`config.mk`:
```
export PLATFORM = sky130hd
export DESIGN_NAME = tea_job_scheduler_flat
export DESIGN_NICKNAME = d
export VERILOG_FILES = /design/src/rtl/tea_pkg.sv /design/src/rtl/tea_job_scheduler_if.sv /design/src/rtl/tea_rr_arbiter.sv /design/src/rtl/tea_job_scheduler.sv /design/src/flat_wrapper.sv
export SDC_FILE = /design/constraint.sdc
export NUM_CORES = 1
export LEC_CHECK = 0
export ABC_CLOCK_PERIOD_IN_PS = 5600
export CORE_MARGIN = 3
export CORE_UTILIZATION = 32
export CTS_CLUSTER_DIAMETER = 80
export CTS_CLUSTER_SIZE = 10
export DETAILED_ROUTE_END_ITERATION = 10
export DONT_BUFFER_PORTS = 1
export PLACE_DENSITY = 0.44
export SETUP_SLACK_MARGIN = 0.2
export SYNTH_ARGS = -nofsm -noshare
export SYNTH_HDL_FRONTEND = slang
export SYNTH_SLANG_ARGS = --single-unit
```
`constraint.sdc`:
```
create_clock -name clk -period 5.6 [get_ports clk]
set_input_delay 0.28 -clock clk [delete_from_list [all_inputs] [get_ports clk]]
set_output_delay 0.28 -clock clk [all_outputs]
set_load 0.01 [all_outputs]
```
`src/rtl/tea_pkg.sv`:
```
// Shared definitions for the TEA job scheduler: word size, cipher constants,
// request modes, FSM state encodings and small helpers.
package tea_pkg;

   localparam int TEA_WORD_SIZE    = 16;
   localparam int TEA_ROUND_NUMBER = 32;
   localparam logic [TEA_WORD_SIZE-1:0] TEA_DELTA = 16'h9E37;

   localparam logic MODE_CIPHER   = 1'b0;
   localparam logic MODE_DECIPHER = 1'b1;

   localparam logic [1:0] ST_IDLE  = 2'd0;
   localparam logic [1:0] ST_START = 2'd1;
   localparam logic [1:0] ST_WAIT  = 2'd2;
   localparam logic [1:0] ST_RESP  = 2'd3;

   // Round-robin successor of a requester index.
   function automatic int rr_next(input int idx, input int num);
      return (idx + 1 >= num) ? 0 : idx + 1;
   endfunction

   // Starting sum for the decipher rounds (delta times round count, wrapped).
   function automatic logic [TEA_WORD_SIZE-1:0] tea_decipher_sum_init();
      return TEA_WORD_SIZE'(TEA_DELTA * TEA_ROUND_NUMBER);
   endfunction

endpackage

```
`src/rtl/tea_job_scheduler_if.sv`:
```
// Requester-side request/response channels of the TEA job scheduler.
// Signal names are from the scheduler's point of view (i = into scheduler).
interface tea_job_scheduler_if #(
   parameter int WORD_SIZE = 16,
   parameter int NUM_REQ   = 2
);

   logic [NUM_REQ-1:0]             iReqValid;
   logic [NUM_REQ-1:0]             oReqReady;
   logic [NUM_REQ-1:0]             iReqMode;
   logic [NUM_REQ*2*WORD_SIZE-1:0] iReqData;
   logic [NUM_REQ-1:0]             oRspValid;
   logic [NUM_REQ-1:0]             iRspReady;
   logic [2*WORD_SIZE-1:0]         oRspData;
   logic                           oRspError;

   modport master (
      output iReqValid, iReqMode, iReqData, iRspReady,
      input  oReqReady, oRspValid, oRspData, oRspError
   );

   modport slave (
      input  iReqValid, iReqMode, iReqData, iRspReady,
      output oReqReady, oRspValid, oRspData, oRspError
   );

endinterface

```
`src/rtl/tea_rr_arbiter.sv`:
```
// Combinational round-robin arbiter: picks the first request at or after ptr,
// wrapping, and returns it as a one-hot grant plus its index.
module tea_rr_arbiter #(
   parameter int NUM_REQ = 2,
   parameter int PTR_W   = 1
) (
   input  logic [NUM_REQ-1:0] req,
   input  logic [PTR_W-1:0]   ptr,
   output logic [NUM_REQ-1:0] grant,
   output logic [PTR_W-1:0]   idx,
   output logic               found
);

   function automatic int slot(input logic [PTR_W-1:0] p, input int off);
      return (int'(p) + off) % NUM_REQ;
   endfunction

   always_comb begin
      // NOTE: every output gets a default before the loop, so no path leaves one unassigned and no latch is inferred.
      grant = '0;
      idx   = '0;
      found = 1'b0;
      for (int i = 0; i < NUM_REQ; i++) begin
         if (!found && req[slot(ptr, i)]) begin
            found              = 1'b1;
            grant[slot(ptr, i)] = 1'b1;
            idx                = PTR_W'(slot(ptr, i));
         end
      end
   end

endmodule

```
`src/rtl/tea_job_scheduler.sv`:
```
// Sequences the shared TEA cipher/decipher engines for NUM_REQ requesters:
// round-robin grant, one job in flight, timeout-guarded wait, valid/ready response.
module tea_job_scheduler
   import tea_pkg::*;
#(
   parameter int WORD_SIZE      = TEA_WORD_SIZE,
   parameter int NUM_REQ        = 2,
   parameter int TIMEOUT_CYCLES = 512
) (
   input  logic                   clk,
   input  logic                   rst,
   input  logic                   iKeyLoad,
   input  logic [4*WORD_SIZE-1:0] iKey,
   tea_job_scheduler_if.slave     bus,
   output logic                   oBusy,
   output logic                   oStartCipher,
   output logic                   oStartDecipher,
   output logic [WORD_SIZE-1:0]   oV0,
   output logic [WORD_SIZE-1:0]   oV1,
   output logic [WORD_SIZE-1:0]   oK0,
   output logic [WORD_SIZE-1:0]   oK1,
   output logic [WORD_SIZE-1:0]   oK2,
   output logic [WORD_SIZE-1:0]   oK3,
   input  logic [WORD_SIZE-1:0]   iC0,
   input  logic [WORD_SIZE-1:0]   iC1,
   input  logic                   iDoneCipher,
   input  logic [WORD_SIZE-1:0]   iP0,
   input  logic [WORD_SIZE-1:0]   iP1,
   input  logic                   iDoneDecipher
);

   localparam int PTR_W = (NUM_REQ > 1) ? $clog2(NUM_REQ) : 1;
   localparam int CNT_W = $clog2(TIMEOUT_CYCLES + 1);
   localparam int DW    = 2 * WORD_SIZE;

   logic [1:0]             state;
   logic [PTR_W-1:0]       rr_ptr;
   logic [PTR_W-1:0]       gidx_q;
   logic [NUM_REQ-1:0]     grant_q;
   logic                   key_valid;
   logic [4*WORD_SIZE-1:0] key_q;
   logic [DW-1:0]          opnd_q;
   logic [DW-1:0]          res_q;
   logic                   mode_q;
   logic                   err_q;
   logic [CNT_W-1:0]       cnt_q;

   logic [NUM_REQ-1:0]     arb_grant;
   logic [PTR_W-1:0]       arb_idx;
   logic                   arb_found;
   logic                   grant_fire;
   logic                   done_sel;
   logic                   rsp_fire;

   tea_rr_arbiter #(
      .NUM_REQ (NUM_REQ),
      .PTR_W   (PTR_W)
   ) u_arb (
      .req   (bus.iReqValid),
      .ptr   (rr_ptr),
      .grant (arb_grant),
      .idx   (arb_idx),
      .found (arb_found)
   );

   // A key load takes priority over granting, so a job never starts on a stale key.
   assign grant_fire = (state == ST_IDLE) && !iKeyLoad && key_valid && arb_found;
   assign done_sel   = (mode_q == MODE_DECIPHER) ? iDoneDecipher : iDoneCipher;
   assign rsp_fire   = (state == ST_RESP) && |(bus.iRspReady & grant_q);

   always_ff @(posedge clk or negedge rst) begin
      if (!rst) begin
         state     <= ST_IDLE;
         rr_ptr    <= '0;
         gidx_q    <= '0;
         grant_q   <= '0;
         key_valid <= 1'b0;
         key_q     <= '0;
         opnd_q    <= '0;
         res_q     <= '0;
         mode_q    <= MODE_CIPHER;
         err_q     <= 1'b0;
         cnt_q     <= '0;
      end else begin
         // NOTE: non-blocking assignments here, so every register samples pre-edge values regardless of statement order.
         case (state)
            ST_IDLE: begin
               if (iKeyLoad) begin
                  key_q     <= iKey;
                  key_valid <= 1'b1;
               end else if (grant_fire) begin
                  opnd_q  <= bus.iReqData[arb_idx*DW +: DW];
                  mode_q  <= bus.iReqMode[arb_idx];
                  gidx_q  <= arb_idx;
                  grant_q <= arb_grant;
                  state   <= ST_START;
               end
            end
            ST_START: begin
               cnt_q <= CNT_W'(TIMEOUT_CYCLES);
               state <= ST_WAIT;
            end
            ST_WAIT: begin
               // Done is checked first so it wins over an expiring counter.
               if (done_sel) begin
                  res_q <= (mode_q == MODE_DECIPHER) ? {iP1, iP0} : {iC1, iC0};
                  err_q <= 1'b0;
                  state <= ST_RESP;
               end else if (cnt_q <= CNT_W'(1)) begin
                  cnt_q <= '0;
                  res_q <= '0;
                  err_q <= 1'b1;
                  state <= ST_RESP;
               end else begin
                  cnt_q <= cnt_q - CNT_W'(1);
               end
            end
            ST_RESP: begin
               if (rsp_fire) begin
                  rr_ptr <= PTR_W'(rr_next(int'(gidx_q), NUM_REQ));
                  state  <= ST_IDLE;
               end
            end
            default: state <= ST_IDLE;
         endcase
      end
   end

   assign bus.oReqReady = grant_fire ? arb_grant : '0;
   assign bus.oRspValid = (state == ST_RESP) ? grant_q : '0;
   assign bus.oRspData  = res_q;
   assign bus.oRspError = err_q;

   assign oBusy          = (state != ST_IDLE);
   assign oStartCipher   = (state == ST_START) && (mode_q == MODE_CIPHER);
   assign oStartDecipher = (state == ST_START) && (mode_q == MODE_DECIPHER);
   assign {oV1, oV0}     = opnd_q;
   assign {oK3, oK2, oK1, oK0} = key_q;

endmodule

```
`src/flat_wrapper.sv`:
```
// flat-port wrapper written by rule: the top's interface ports become plain ports
module tea_job_scheduler_flat import tea_pkg::*;
#(
   parameter int WORD_SIZE      = TEA_WORD_SIZE,
   parameter int NUM_REQ        = 2,
   parameter int TIMEOUT_CYCLES = 512
)
  (clk, rst, iKeyLoad, iKey, oBusy, oStartCipher, oStartDecipher, oV0, oV1, oK0, oK1, oK2, oK3, iC0, iC1, iDoneCipher, iP0, iP1, iDoneDecipher, bus_iReqValid, bus_iReqMode, bus_iReqData, bus_iRspReady, bus_oReqReady, bus_oRspValid, bus_oRspData, bus_oRspError);
  tea_job_scheduler_if #(.WORD_SIZE(WORD_SIZE), .NUM_REQ(NUM_REQ)) bus_i ();
  input  logic clk;
  input  logic rst;
  input  logic iKeyLoad;
  input  logic [4*WORD_SIZE-1:0] iKey;
  output logic oBusy;
  output logic oStartCipher;
  output logic oStartDecipher;
  output logic [WORD_SIZE-1:0] oV0;
  output logic [WORD_SIZE-1:0] oV1;
  output logic [WORD_SIZE-1:0] oK0;
  output logic [WORD_SIZE-1:0] oK1;
  output logic [WORD_SIZE-1:0] oK2;
  output logic [WORD_SIZE-1:0] oK3;
  input  logic [WORD_SIZE-1:0] iC0;
  input  logic [WORD_SIZE-1:0] iC1;
  input  logic iDoneCipher;
  input  logic [WORD_SIZE-1:0] iP0;
  input  logic [WORD_SIZE-1:0] iP1;
  input  logic iDoneDecipher;
  input wire logic [$bits(bus_i.iReqValid)-1:0] bus_iReqValid;
  input wire logic [$bits(bus_i.iReqMode)-1:0] bus_iReqMode;
  input wire logic [$bits(bus_i.iReqData)-1:0] bus_iReqData;
  input wire logic [$bits(bus_i.iRspReady)-1:0] bus_iRspReady;
  output wire logic [$bits(bus_i.oReqReady)-1:0] bus_oReqReady;
  output wire logic [$bits(bus_i.oRspValid)-1:0] bus_oRspValid;
  output wire logic [$bits(bus_i.oRspData)-1:0] bus_oRspData;
  output wire logic [$bits(bus_i.oRspError)-1:0] bus_oRspError;
  assign bus_i.iReqValid = bus_iReqValid;
  assign bus_i.iReqMode = bus_iReqMode;
  assign bus_i.iReqData = bus_iReqData;
  assign bus_i.iRspReady = bus_iRspReady;
  assign bus_oReqReady = bus_i.oReqReady;
  assign bus_oRspValid = bus_i.oRspValid;
  assign bus_oRspData = bus_i.oRspData;
  assign bus_oRspError = bus_i.oRspError;
  tea_job_scheduler #(.WORD_SIZE(WORD_SIZE), .NUM_REQ(NUM_REQ), .TIMEOUT_CYCLES(TIMEOUT_CYCLES)) u_core (.clk(clk), .rst(rst), .iKeyLoad(iKeyLoad), .iKey(iKey), .bus(bus_i), .oBusy(oBusy), .oStartCipher(oStartCipher), .oStartDecipher(oStartDecipher), .oV0(oV0), .oV1(oV1), .oK0(oK0), .oK1(oK1), .oK2(oK2), .oK3(oK3), .iC0(iC0), .iC1(iC1), .iDoneCipher(iDoneCipher), .iP0(iP0), .iP1(iP1), .iDoneDecipher(iDoneDecipher));
endmodule
```
==> summary.md <==
| Metric | Value |
|---|---|
| Worst EP arrival | `2.72 ns` |
| Drt drc | `0` |
| Root Buffer | `clkbuf_16` |
| Tightest Pin Transition | `1.03 ns` |
| CTS Buffer Depth | `2` |
| Max VDD drop | `between 0.2 and 0.25 mV` |
| Fin cells | `~830` |
| P_leak | `3.48 nW` |
| Total CTS buffers | `17` |
| Hold Crit Class | `in2reg` |
| Die Height | `147 um` |
| CTS sink count | `147` |
| Syn_area_per_cell | `12.9 um^2` |
| Hold Crit Start | `iKey[24]` |
| Commonest non-fill, non-tap cell in the layout | `dfrtp_1` |
| Reg2Reg Depth | `6` |
| Area growth syn-to-layout | `22.4%` |
| Max_slew headroom | `0.314` |
| Clk network pwr share | `0.237` |
| Syn Nets | `705` |
| Comb power frac | `0.258` |
| Sequential fraction of the synthesis area | `0.577` |
| Total GRT Usage | `0.149` |
| Post-layout min period | `3.00 ns` |
| H-Tree Depth | `4` |
| Initial Util | `0.327` |
| Worst Setup SP | `u_core.state[1]$_DFFE_PN0P_` |
| Clock Latency Late Sink | `0.42 ns` |
| Dpl cell area | `around 6600 um^2` |
| Reg-to-Reg End | `u_core.bus.oRspData[4]$_DFFE_PN0P_` |
| Via density | `approximately 4.9` |
| R2R Path Start | `u_core.mode_q$_DFFE_PN0P_` |
| Synth Warn # | `0` |
| Sw Ratio | `0.379` |
| Final core occ | `0.400` |
| Final hold vios | `0` |
| Share of layout cells above drive strength 1 | `0.199` |
| Post-synth cell types | `47` |
| Via count | `~4000` |
| Fmax | `between 300 and 400 MHz` |
| #FFs+latches synth | `147` |
| Port bufs | `0` |
| Status | `completed` |
| Power Internal | `0.00277 W` |
| Crit Path Category | `reg2out` |
| TritonRoute pass-1 iters | `4` |
| Tcrit/Tclk final | `0.535` |
| Final setup violation count | `0` |
| Die area | `~22000 um^2` |
| Wire per inst | `between 15 and 20 um` |
| Cells after DPL | `~740` |
| Nets | `between 700 and 800` |
| CP Capture Point | `bus_oReqReady[0]` |
| Power density over cell area | `roughly 570 nW/um^2` |
| Crit. End Element | `output port` |
| First-pass GRT wire length | `around 25000 um` |
| Reg power frac | `0.505` |
| Ports | `approximately 340` |
| Largest net degree at the start of global routing | `~150` |
| # rows | `51` |
| GP Congestion | `about 0.76` |
| Flop2flop setup slack | `approximately 2.9 ns` |
| Detailed Place HPWL | `11600 um` |
| Die width | `roughly 150 um` |
| Worst Clk Skew | `0.0117 ns` |
| Clk pin slew, worst setup/hold paths | `0.06 ns` |
| Number of global-route vias before repair | `roughly 4400` |
| Syn Std Cell Area | `~6400 um^2` |
| Number of synthesized flops with an enable pin | `0` |
| Antenna cells | `0` |
| Cell count after synthesis | `between 400 and 500` |
| Setup TNS | `0 ns` |
| Most frequent cells in the layout | `146 x dfrtp_1, 66 x mux2i_1, 64 x mux2_2` |
| Antenna Violating Nets Remaining | `0` |
| CP max FO | `71` |
| Final Max Slew Viols | `0` |
| Initial antenna violation count | `0` |
| Core Box Area | `slightly below 20000 um^2` |
| RSZ-0062 raised after global routing | `no` |
| Final Cell Area | `approximately 7800 um^2` |
| Main synth FF type | `dfrtp_1` |
| Gr ovfl total | `0` |
| Max-cap violations | `0` |
| Crit path required time | `about 5.3 ns` |
| TritonCTS clock tree | `built` |
| Drt initial violations | `120` |
| Asr flop ratio synth | `1.00` |
| Critical path startpoint category | `register` |
| WL final | `16100 um` |
| Switching power total | `between 0.0015 and 0.002 W` |
[worst min-delay path by stage]
stage                                                     to  slack (ns)  depth (start not counted)
after detailed placement       u_core.opnd_q[26]$_DFFE_PN0P_       -0.01                          0
after floorplan           u_core.bus.oRspData[0]$_DFFE_PN0P_       -0.02                          0
after CTS                       u_core.key_q[25]$_DFFE_PN0P_     0.00002                          1
final                           u_core.key_q[24]$_DFFE_PN0P_        0.02                          1
after global routing            u_core.key_q[25]$_DFFE_PN0P_      0.0002                          1
after global placement         u_core.opnd_q[30]$_DFFE_PN0P_       -0.01                          0
[critical path, stage by stage, from the launching register on]
cell and delay (ns):
dfrtp_1 0.42, inv_1 0.13, ha_1 0.28, inv_2 0.09, or4b_2 0.67, buf_4 0.34
nor3b_2 0.37
[state kept, by name, indices dropped and copies added, names as in the netlist]
| name | count |
|---|---|
| u_core.gidx_q | 1 |
| u_core.key_q | 64 |
| u_core.key_valid | 1 |
| u_core.cnt_q | 10 |
| u_core.grant_q | 2 |
| u_core.bus.oRspData | 32 |
| u_core.mode_q | 1 |
| u_core.opnd_q | 32 |
| u_core.bus.oRspError | 1 |
| u_core.state | 2 |
| u_core.rr_ptr | 1 |
[metal layers]
layer | vias to the layer above | routed length (um) | track usage
li1 | 1907 | - | -
met1 | 1954 | 5930 | 0.169
met2 | 173 | 8580 | 0.255
met3 | 12 | 1450 | 0.0691
met4 | 0 | 170 | 0.0401
met5 | - | 0 | 0
[cell families after synthesis]
family / Yosys count / synth area share
xor+xnor: 1 / 0.00137
compound gates: 100 / 0.107
simple gates: 68 / 0.0532
buf+inv: 40 / 0.0271
flops: 147 / 0.577
fa+ha+maj: 7 / 0.0137
mux: 132 / 0.221
[through the flow]
step / hold slack, ns / total power [W] / setup WS (ns)
5_1_grt: 0.000223 / 0.00478 / 2.45
3_5_place_dp: -0.0131 / 0.00339 / 2.86
6_report: 0.0243 / 0.00446 / 2.60
3_3_place_gp: -0.0123 / 0.00335 / 2.99
2_1_floorplan: -0.0156 / 0.00303 / 3.51
4_1_cts: 0.0000180 / 0.00454 / 2.57
[power groups by stage]
stage	combinational [W]	sequential [W]	clock, W
final	0.00115	0.00225	0.00106
after global placement	0.00106	0.00229	0
after CTS	0.00117	0.00227	0.00110
after detailed placement	0.00112	0.00227	0
after global routing	0.00130	0.00232	0.00115
after floorplan	0.000990	0.00204	0
[layout make-up]
cell class | instances | area [um^2]
inverter | 10 | 37.5
clock inverter | 14 | 120
tap | 265 | 332
fill | 1819 | 11700
multi-input combinational | 308 | 2540
sequential | 147 | 3680
clock buffer | 18 | 429
timing repair buffer | 66 | 666
[cell usage after synthesis, drive strengths merged (4+ instances only)]
cell type  count  area (um^2)
buf           14         75.1
dfrtp        147         3680
mux2i         66          661
o21ai         43          215
nand2         41          154
mux2          66          747
nor2           4         17.5
clkbuf        16         60.1
inv           10         37.5
a21o           6         45.0
a21oi          4         20.0
or3            4         25.0
ha             7         87.6
o2bb2ai       33          289
[repair_timing]
item | 4_1_cts | 5_1_grt
hold endpoints to repair | 205 | 1
setup endpoints to repair | 0 | 0
hold buffers | 60 | 1
gates resized for setup | 0 | 0
buffers inserted | 0 | 0
Power figures use the tool's default switching activity.
